### src/rtl/reg_dump_scanner.sv
// reg_dump_scanner: walks an inclusive, wrapping register range and streams each value out with a valid/ready handshake
//   Ports:
//     iCLK, iRST_n          clock, asynchronous active-low reset
//     iStart, iAbort        start-of-dump pulse (honoured only when idle), dump abort
//     iFirstReg, iLastReg   inclusive index range; iFirstReg > iLastReg wraps through 31 -> 0
//     iRegData              combinational read data for the index on oRegSelect
//     iReady                downstream accepts oData/oIndex
//     oRegSelect            register index presented to the register file
//     oData, oIndex         captured value and its register number
//     oValid, oBusy, oDone  word valid, dump in progress, one-cycle end-of-dump pulse
//   Build option: define DUMP_SKIP_ZERO_EN to drop zero-valued registers from the dump.
module reg_dump_scanner (
    input  logic        iCLK,
    input  logic        iRST_n,
    input  logic        iStart,
    input  logic        iAbort,
    input  logic [4:0]  iFirstReg,
    input  logic [4:0]  iLastReg,
    input  logic [63:0] iRegData,
    input  logic        iReady,
    output logic [4:0]  oRegSelect,
    output logic [63:0] oData,
    output logic [4:0]  oIndex,
    output logic        oValid,
    output logic        oBusy,
    output logic        oDone
);
    typedef enum logic [1:0] {IDLE, SELECT, SEND, DONE} state_t;
    state_t     state;
    logic [4:0] ptr;
    logic [4:0] last;
    assign oRegSelect = ptr;
    // oBusy and oDone are registered alongside each state transition so they track the state with no decode glitches.
    always_ff @(posedge iCLK or negedge iRST_n) begin
        if (!iRST_n) begin
            state  <= IDLE;
            ptr    <= '0;
            last   <= '0;
            oData  <= '0;
            oIndex <= '0;
            oValid <= 1'b0;
            oBusy  <= 1'b0;
            oDone  <= 1'b0;
        end else begin
            oDone <= 1'b0;
            case (state)
                IDLE: if (iStart) begin
                    ptr   <= iFirstReg;
                    last  <= iLastReg;
                    oBusy <= 1'b1;
                    state <= SELECT;
                end
                SELECT: if (iAbort) begin
                    oBusy <= 1'b0;
                    state <= IDLE;
                end
`ifdef DUMP_SKIP_ZERO_EN
                else if (iRegData == '0) begin
                    if (ptr != last) ptr <= ptr + 5'd1;
                    else begin
                        oBusy <= 1'b0;
                        oDone <= 1'b1;
                        state <= DONE;
                    end
                end
`endif
                else begin
                    oData  <= iRegData;
                    oIndex <= ptr;
                    oValid <= 1'b1;
                    state  <= SEND;
                end
                // Abort wins over a simultaneous handshake: the word is dropped, not delivered.
                SEND: if (iAbort) begin
                    oValid <= 1'b0;
                    oBusy  <= 1'b0;
                    state  <= IDLE;
                end else if (iReady) begin
                    oValid <= 1'b0;
                    if (ptr == last) begin
                        oBusy <= 1'b0;
                        oDone <= 1'b1;
                        state <= DONE;
                    end else begin
                        ptr   <= ptr + 5'd1;
                        state <= SELECT;
                    end
                end
                default: state <= IDLE;
            endcase
        end
    end
endmodule

### config.mk
export PLATFORM = sky130hd
export DESIGN_NAME = reg_dump_scanner
export DESIGN_NICKNAME = d
export VERILOG_FILES = /design/src/rtl/reg_dump_scanner.sv
export SDC_FILE = /design/constraint.sdc
export NUM_CORES = 1
export LEC_CHECK = 0
export ABC_AREA = 1
export ABC_CLOCK_PERIOD_IN_PS = 1500
export CAP_MARGIN = 20
export CORE_ASPECT_RATIO = 1.5
export CORE_MARGIN = 4
export CORE_UTILIZATION = 43
export CTS_BUF_LIST = sky130_fd_sc_hd__clkbuf_4 sky130_fd_sc_hd__clkbuf_8
export DETAILED_ROUTE_END_ITERATION = 10
export GPL_TIMING_DRIVEN = 0
export PLACE_DENSITY = 0.86
export SLEW_MARGIN = 10
export SYNTH_ARGS = -nofsm -noshare
export SYNTH_HDL_FRONTEND = slang
export SYNTH_SLANG_ARGS = --single-unit
### constraint.sdc
create_clock -name iCLK -period 1.5 [get_ports iCLK]
set_input_delay 0.15 -clock iCLK [delete_from_list [all_inputs] [get_ports iCLK]]
set_output_delay 0.15 -clock iCLK [all_outputs]
set_load 0.05 [all_outputs]
==> impl.org <==
** Run status
- The flow ran to the end, and the final reports show no timing, DRC or antenna violations.

** CTS
- Clock input transition at the sequential cells of the worst setup and hold paths :: 0.08 ns
- TritonCTS Buffers :: 9
- Clock tree root buffer cell :: sky130_fd_sc_hd__clkbuf_8
- TritonCTS built the clock tree.
- Clock Latency Late Sink :: ~0.34 ns
- CTS built an H-tree with a depth of 3.
- Sink Count :: between 80 and 90
- Maximum root-to-sink buffer count :: 2

** Power
- The internal portion of the total power is 6.206 mW.
- Summed over all cells, the static leakage comes to 2.928 nW.
- The share of total power dissipated in combinational logic is about three fifths.
- Maximum VDD drop :: 1.465 mV
- The design draws 13.14 mW.
- Sw Ratio :: 52.76%
- Clock share of power :: 11.3%
- Sequential cell fraction of total power :: a little under a third
- P_sw :: 6.930 mW
- Cell area power density :: between 2000 and 2500 nW/um2

** Logic synthesis
- Largest cells by area after synthesis :: sky130_fd_sc_hd__dfrtp_1 (60%), sky130_fd_sc_hd__nand2_1 (26%), sky130_fd_sc_hd__ha_1 (1.8%)
- The biggest area contributor in the post-synthesis netlist is sky130_fd_sc_hd__dfrtp_1.
- Cell area after synthesis :: ~3500 um2
- By instance count, the leading cell after synthesis is sky130_fd_sc_hd__nand2_1.
- During synthesis, Yosys emitted a total of 0 warnings.
- After synthesis, the netlist uses 19 different library cells.
- Yosys mapped a number of flops with a built-in enable equal to 0.
- Sequential cell area fraction in the yosys report :: roughly three fifths
- Counting every instance in the synthesized netlist gives 413.
- Share of async-settable or async-resettable flops after synthesis :: 100.0%
- Among all flip-flop cells after synthesis, the most frequent one is sky130_fd_sc_hd__dfrtp_1.
- In this run the biggest area consumer among cell types represents 60.32% of the synthesized area.
- Number of flip-flops and latches in the synthesized netlist :: 84
- A synthesized cell averages 8.437 um2.
- The number of nets handed over by synthesis was between 400 and 500.
- Top cell types by occurrence after synthesis :: sky130_fd_sc_hd__nand2_1 (244), sky130_fd_sc_hd__dfrtp_1 (84), sky130_fd_sc_hd__inv_1 (15)

** Place
- Number of I/O port buffers :: 155
- Placer's final routability congestion estimate :: 0.8888
- Post-Place Worst Slack :: -0.1079 ns
- After legalization and detailed placement, the total HPWL measured 7342 um.

** Floorplan
- Starting Density :: 43.79%
- During I/O placement, the number of pins put on the boundary was ~160.
- Die area :: 9637 um2
- DIE HEIGHT :: ~120 um
- Horizontal extent of the die :: 81.50 um
- The core region is 7958 um2.
- Standard-cell row count :: 40

** Detailed routing
- Initial detailed-routing violation count :: 138
- Wirelength per Cell :: 13.75 um
- Once detail routing completed, the nets flagged for antenna violations numbered 0.
- Detail-routed via count per cell :: about 4.7
- Across all layers, the routed design uses approximately 3200 vias.
- Post-route DRC violation count :: 0
- Number of iterations in the first detailed-routing pass :: 4
- Routed wire length :: ~9500 um

** Run
- The tool flagged a number of max-cap violations equal to 0.

** STA
- Dividing the final minimum period by the clock period gives 96.63%.
- Hold violation count in the final report :: 0
- The number of max-slew violations in the final report came to 0.
- The clock arrives with 0.007524 ns of skew.
- Once routing completed, OpenROAD measured the worst setup slack at 0.05056 ns.
- At the pin with the least slew margin, the transition time is 0.5507 ns.
- In this run the tightest slew margin relative to its limit is between 60% and 70%.
- Unrepaired setup endpoints after global routing :: yes
- Total Negative Setup Slacks :: 0 ns
- Setup Viol. Count Final :: 0
- Maximum clock frequency :: 0.6899 GHz
- Subtracting the final worst setup slack from the clock period gives roughly 1.4 ns.

** Final layout
- The net count of the finished layout is around 670.
- Measured on the finished design, the core utilization comes to 67.89%.
- Layout cell share with drive strength beyond 1 :: 9.864%
- Filler cell count :: 655
- Antenna diodes :: 0
- Layout-stage area growth over the synthesis result :: 55.04%

** Global route
- Overflow left after global routing :: 0
- The first global-routing pass estimated roughly 15000 um of wire.
- The initial antenna violation count was 0.
- Entering global routing, the biggest net connects between 50 and 60 pins.
- The number of global-route vias before repair came to about 3300.
- Tot GR Track Use :: 20.55%

** Worst setup path
- Length in cells of the worst reg-to-reg path :: 9
- Setup slack on the worst flop-to-flop path :: 0.05 ns
- Slowest stage cell, crit path :: sky130_fd_sc_hd__dfrtp_1
- STA puts the critical path data arrival time at 1.74 ns.
- Critical register-to-register path endpoint :: oRegSelect[4]
- Max stage delay on crit path :: 0.40 ns
- At the worst endpoint, the required time is 1.79 ns.
- Largest fanout on the critical path :: 6
- Cell repeated most along the worst path :: sky130_fd_sc_hd__nand2_1
- The worst setup path is of the reg2reg kind.
- The signal on the critical path passes through inv_1 -> ha_1 -> nand2_1 -> nand3_1 -> nor2_2 -> nand2_4 -> nand2_4 -> nand2_1 -> nand2_1.
- The worst register-to-register path begins at state[0].
- STA classifies the critical path endpoint as a register.
- The worst setup path is launched from a register.

** Worst hold path
- The worst hold path belongs to the class in2async.
-- metrics by stage --
stage          hold WS, ns  cells  area, um2
2_1_floorplan      -0.1456    413       3487
3_3_place_gp        0.4609    673       5170
3_5_place_dp        0.1404    674       5195
4_1_cts             0.3149    693       5348
5_1_grt             0.3225    693       5403
6_report            0.3301    693       5403
-- kinds of logic (layout without fill, tap and decap cells) --
kind of cell | after synthesis | count (layout) | synth area share [%]
XOR/XNOR | 4 | 4 | 1.006
buffers and inverters | 33 | 208 | 3.986
adder cells (fa/ha/maj) | 5 | 5 | 1.795
flip-flops | 84 | 84 | 60.32
AO/OA/AOI/OAI | 15 | 15 | 2.154
multiplexers | 1 | 1 | 0.3231
AND/OR/NAND/NOR | 271 | 271 | 30.41
-- worst max-delay path by stage --
stage	from	to	slack [ns]
3_3_place_gp	iRST_n	oRegSelect[1]	-2.87
3_5_place_dp	iAbort	oData[34]	-0.11
2_1_floorplan	oRegSelect[3]	oRegSelect[0]	0.01
5_1_grt	state[0]	oBusy	-0.04
4_1_cts	oRegSelect[1]	oRegSelect[1]	0.005
6_report	state[0]	oRegSelect[4]	0.05
-- per-layer routing --
layer / global-route usage (%) / vias up / part of all wire (%)
li1: - / 1601 / -
met1: 22.41 / 1490 / 38
met2: 36.28 / 110 / 52
met3: 5.335 / 23 / 7.3
met4: 8.879 / 0 / 2.7
met5: 0 / - / 0
-- worst max-delay path, delay by kind of cell (launching register included) --
| kind | cells | cell delay, ns |
|---|---|---|
| and+or+nand+nor | 7 | 0.65 |
| DFF | 1 | 0.40 |
| adders and majority gates | 1 | 0.27 |
| buffers and inverters | 1 | 0.08 |
-- area by class of cell --
cell class                 instances  area (um2)  share of cell area [%]
buffer                            16       136.4                   2.524
clock buffer                      12       165.2                   3.057
clock inverter                     4       22.52                  0.4169
inverter                          17       63.81                   1.181
multi-input combinational        296        1269                   23.48
sequential                        84        2105                   38.95
tap                              105       131.4                   2.432
timing repair buffer             159        1510                   27.95
-- repair_timing --
item	4_1_cts	5_1_grt
hold endpoints to repair	34	0
setup endpoints to repair	143	81
buffers inserted	2	0
pin swaps	0	0
gates resized for setup	94	28
hold buffers	1	0
-- registers in the layout, summed over array words and instances, names as in the netlist --
name and cells:
oBusy 1, state 2, oData 64, oRegSelect 5, oValid 1, oDone 1, oIndex 5, last 5
-- layout by cell type, fill, tap and decap left out --
cell,count
sky130_fd_sc_hd__nand2_1,241
sky130_fd_sc_hd__dfrtp_1,82
sky130_fd_sc_hd__clkdlybuf4s50_1,77
sky130_fd_sc_hd__dlygate4sd2_1,72
sky130_fd_sc_hd__inv_1,14
sky130_fd_sc_hd__clkbuf_8,12
sky130_fd_sc_hd__o21ai_0,10
sky130_fd_sc_hd__nand3_1,10
sky130_fd_sc_hd__nor2_1,8
sky130_fd_sc_hd__buf_6,7
sky130_fd_sc_hd__clkbuf_4,5
sky130_fd_sc_hd__a21oi_1,5
sky130_fd_sc_hd__clkbuf_2,4
sky130_fd_sc_hd__ha_1,4
sky130_fd_sc_hd__nor2_2,3
sky130_fd_sc_hd__inv_2,3
sky130_fd_sc_hd__nand2_2,3
sky130_fd_sc_hd__clkinv_2,3
sky130_fd_sc_hd__buf_4,3
sky130_fd_sc_hd__clkdlybuf4s15_2,3
sky130_fd_sc_hd__xnor2_1,2
sky130_fd_sc_hd__nand2_4,2
sky130_fd_sc_hd__xor2_1,2
sky130_fd_sc_hd__dfrtp_2,2
sky130_fd_sc_hd__nor2_4,1
sky130_fd_sc_hd__nand4_1,1
sky130_fd_sc_hd__nand3_2,1
sky130_fd_sc_hd__buf_2,1
sky130_fd_sc_hd__nor3_2,1
sky130_fd_sc_hd__mux2_2,1
sky130_fd_sc_hd__ha_2,1
sky130_fd_sc_hd__clkinvlp_4,1
sky130_fd_sc_hd__dlygate4sd3_1,1
sky130_fd_sc_hd__buf_16,1
sky130_fd_sc_hd__clkdlybuf4s15_1,1
-- power groups by stage --
stage,logic (mW),registers [mW],clock network (mW)
after global routing,8.27,4.09,1.66
final,7.70,3.96,1.48
after global placement,7.99,3.97,0
after detailed placement,8.17,4.03,0
after CTS,7.66,3.95,1.54
after floorplan,2.00,7.28,0
No activity file was read; power rests on OpenSTA's default activity.
==> RTL edit: new RTL, same flow settings <==
Reset style: synchronous (`iRST_n`), changed in one clocked block. Comments in the files are not updated.
--- a/src/rtl/reg_dump_scanner.sv
+++ b/src/rtl/reg_dump_scanner.sv
@@ -32,5 +32,5 @@
     assign oRegSelect = ptr;
     // oBusy and oDone are registered alongside each state transition so they track the state with no decode glitches.
-    always_ff @(posedge iCLK or negedge iRST_n) begin
+    always_ff @(posedge iCLK) begin
         if (!iRST_n) begin
             state  <= IDLE;
Check against the original RTL: differs if iRST_n is asserted again (counterexample within 4 cycles, from zero or initial values and one cycle with iRST_n low); with iRST_n held inactive, the same outputs for 10 cycles.
==> RTL edit against the unedited design <==
Synthesized area down 7.4%. Clock skew up 0.0025 ns. Wire length up 7.7%. Setup slack worse by 0.038 ns. Non-clock buffer count up 8. Cell area down 4.4%. Sequential cell count unchanged. Critical path type unchanged. Largest cell class unchanged. Highest routed layer unchanged.
Power is not compared: it rests on default switching activity, and its combinational part moved more than twofold at a synthesized area within 25%.
==> RTL edit: results (changes against the unedited design) <==
outcome:
  status: "completed"  # unchanged
worst_setup_path:
  rrSetupSlack_ns: 0.01  # was 0.05 ns
  rr_startpoint: "state[0]$_SDFFE_PN0P_"  # was state[0]$_DFFE_PN0P_
  regToRegEndpoint: "oRegSelect[0]$_SDFFE_PN0P_"  # was oRegSelect[4]$_DFFE_PN0P_
  worstPathMaxFanout: 5  # was 6
synthesis:
  ys_types: 24  # was 19
  synthTopCellsByArea: "dfxtp_1 (52%), nor2_1 (17%), o21ai_0 (11%), nand2_1 (4.2%), a21oi_1 (2.8%)"  # was dfrtp_1 (60%), nand2_1 (26%), ha_1 (1.8%), buf_2 (1.7%), inv_1 (1.6%)
  yosys_warnings: 0  # unchanged
  synth_commonest_cells: "nor2_1 (142), dfxtp_1 (84), o21ai_0 (70), nand2_1 (36), a21oi_1 (18)"  # was nand2_1 (244), dfrtp_1 (84), inv_1 (15), buf_2 (12)
  synth_fp_nets: 514  # was 497
  async_reset_ff_share_pct: 0  # was 100%
  ys_seq_area_share_pct: 52.1  # was 60.3%
clock_network:
  hold_buffers: 0  # was 1
  cts.clk_slew.worst_paths_ns: 0.08  # about the same
  clkLatencyLatePin_ns: 0.35
  cts_max_level: 3  # unchanged
placement:
  port_buffers: 154  # was 155
  dp_hpwl_mm: 7.67  # was 7.34 mm
  post-place-ws_ns: -0.119  # was -0.108 ns
finish:
  layout.nets: 684  # was 667
  largest_register_ff_count: 64  # unchanged
  layout-drive-gt1-share_pct: 11.6  # was 9.86%
  nFillCells: 622  # was 655
  n_antenna_cell: 0  # unchanged
worst_hold_path:
  hp-class: "primary input to flop"  # was primary input to asynchronous set/reset pin
  holdPathEnd: "oValid$_SDFFE_PN0P_"
  min_from: "iRST_n"
global_routing:
  track_usage_pct: 22.2  # was 20.6%
  grt_pass1_vias: 3302  # was 3287
  grt_pass1_wl_mm: 15.6  # was 15.3 mm
  grt_max_degree: 14  # was 51
timing:
  whs_ns: 0.239  # was 0.330 ns
  worstMarginPinSlew_ns: 0.550  # was 0.551 ns
  clock_skew_ns: 0.0100  # was 0.00752 ns
route:
  vias_per_cell: 4.88  # was 4.65
  dr.first_iter.drc_count: 153  # was 138
  avgRoutedWirePerCell_microns: 14.6  # was 13.8 microns
[RTL edit: repair_timing]
| item | CTS | global route |
|---|---|---|
| setup endpoints to repair | 129 | 74 |
| endpoints found under the hold margin | 0 | 0 |
| resized for setup | 90 | 43 |
| cloned | 0 | 1 |
| pin swaps | 0 | 5 |
| buffers inserted | 0 | 4 |
[RTL edit: cell families after synthesis]
family | after synthesis | share of synthesized area (%)
simple gates | 196 | 24.1
compound gates | 99 | 15.5
flops | 84 | 52.1
xor+xnor | 3 | 0.814
fa+ha+maj | 5 | 1.94
buf+inv | 43 | 5.51
[RTL edit: layout make-up]
cell class              count  area (sq um)  share of cell area, %
flip-flops and latches     84          1690                   32.8
repair buffers            158          1470                   28.5
multi-input cells         304          1450                   28.1
clock buffers              11           151                   2.93
plain buffers              25           146                   2.83
well taps                 100           125                   2.42
inverters                  18          75.1                   1.45
clock inverters             5          50.0                  0.969
[RTL edit: layer usage]
metal | wire [microns] | part of all wire, % | GRT usage (%)
met5 | 0 | 0 | 0
met4 | 435 | 4.2 | 11.1
met3 | 435 | 4.2 | 4.57
met2 | 5560 | 54 | 41.6
met1 | 3830 | 37 | 23.0
[RTL edit: stage by stage]
step	instance area (sq um)	cells
final	5160	705
after global routing	5160	705
after CTS	5030	700
after detailed placement	4900	684
after global placement	4900	684
after floorplan	3230	430
[RTL edit: worst max path at each step]
stage | start | endpoint | slack, ns
2_1_floorplan | oRegSelect[2]$_SDFFE_PN0P_ | oRegSelect[0]$_SDFFE_PN0P_ | -0.002
3_3_place_gp | iAbort | oData[61]$_SDFFE_PN0P_ | -0.10
3_5_place_dp | iAbort | oData[41]$_SDFFE_PN0P_ | -0.12
4_1_cts | oRegSelect[3]$_SDFFE_PN0P_ | oRegSelect[3] | 0.01
5_1_grt | state[0]$_SDFFE_PN0P_ | oRegSelect[3]$_SDFFE_PN0P_ | -0.08
6_report | state[0]$_SDFFE_PN0P_ | oRegSelect[0]$_SDFFE_PN0P_ | 0.01
[RTL edit: where the power goes]
| group | leakage, nW | switching, mW | total (mW) | internal, mW |
|---|---|---|---|---|
| Clock | 0.109 | 0.780 | 1.63 | 0.850 |
| Sequential | 0.691 | 0.131 | 2.59 | 2.46 |
| Combinational | 1.58 | 1.36 | 2.04 | 0.678 |
[RTL edit: worst max-delay path, cell delays in order, from the launching register on]
cell and delay, ns:
dfxtp_4 0.37, inv_4 0.08, ha_4 0.17, inv_4 0.05, o211ai_1 0.29, a21oi_4 0.08
nand2_4 0.12, nand3_1 0.10, nand2_1 0.07, nor2_1 0.04
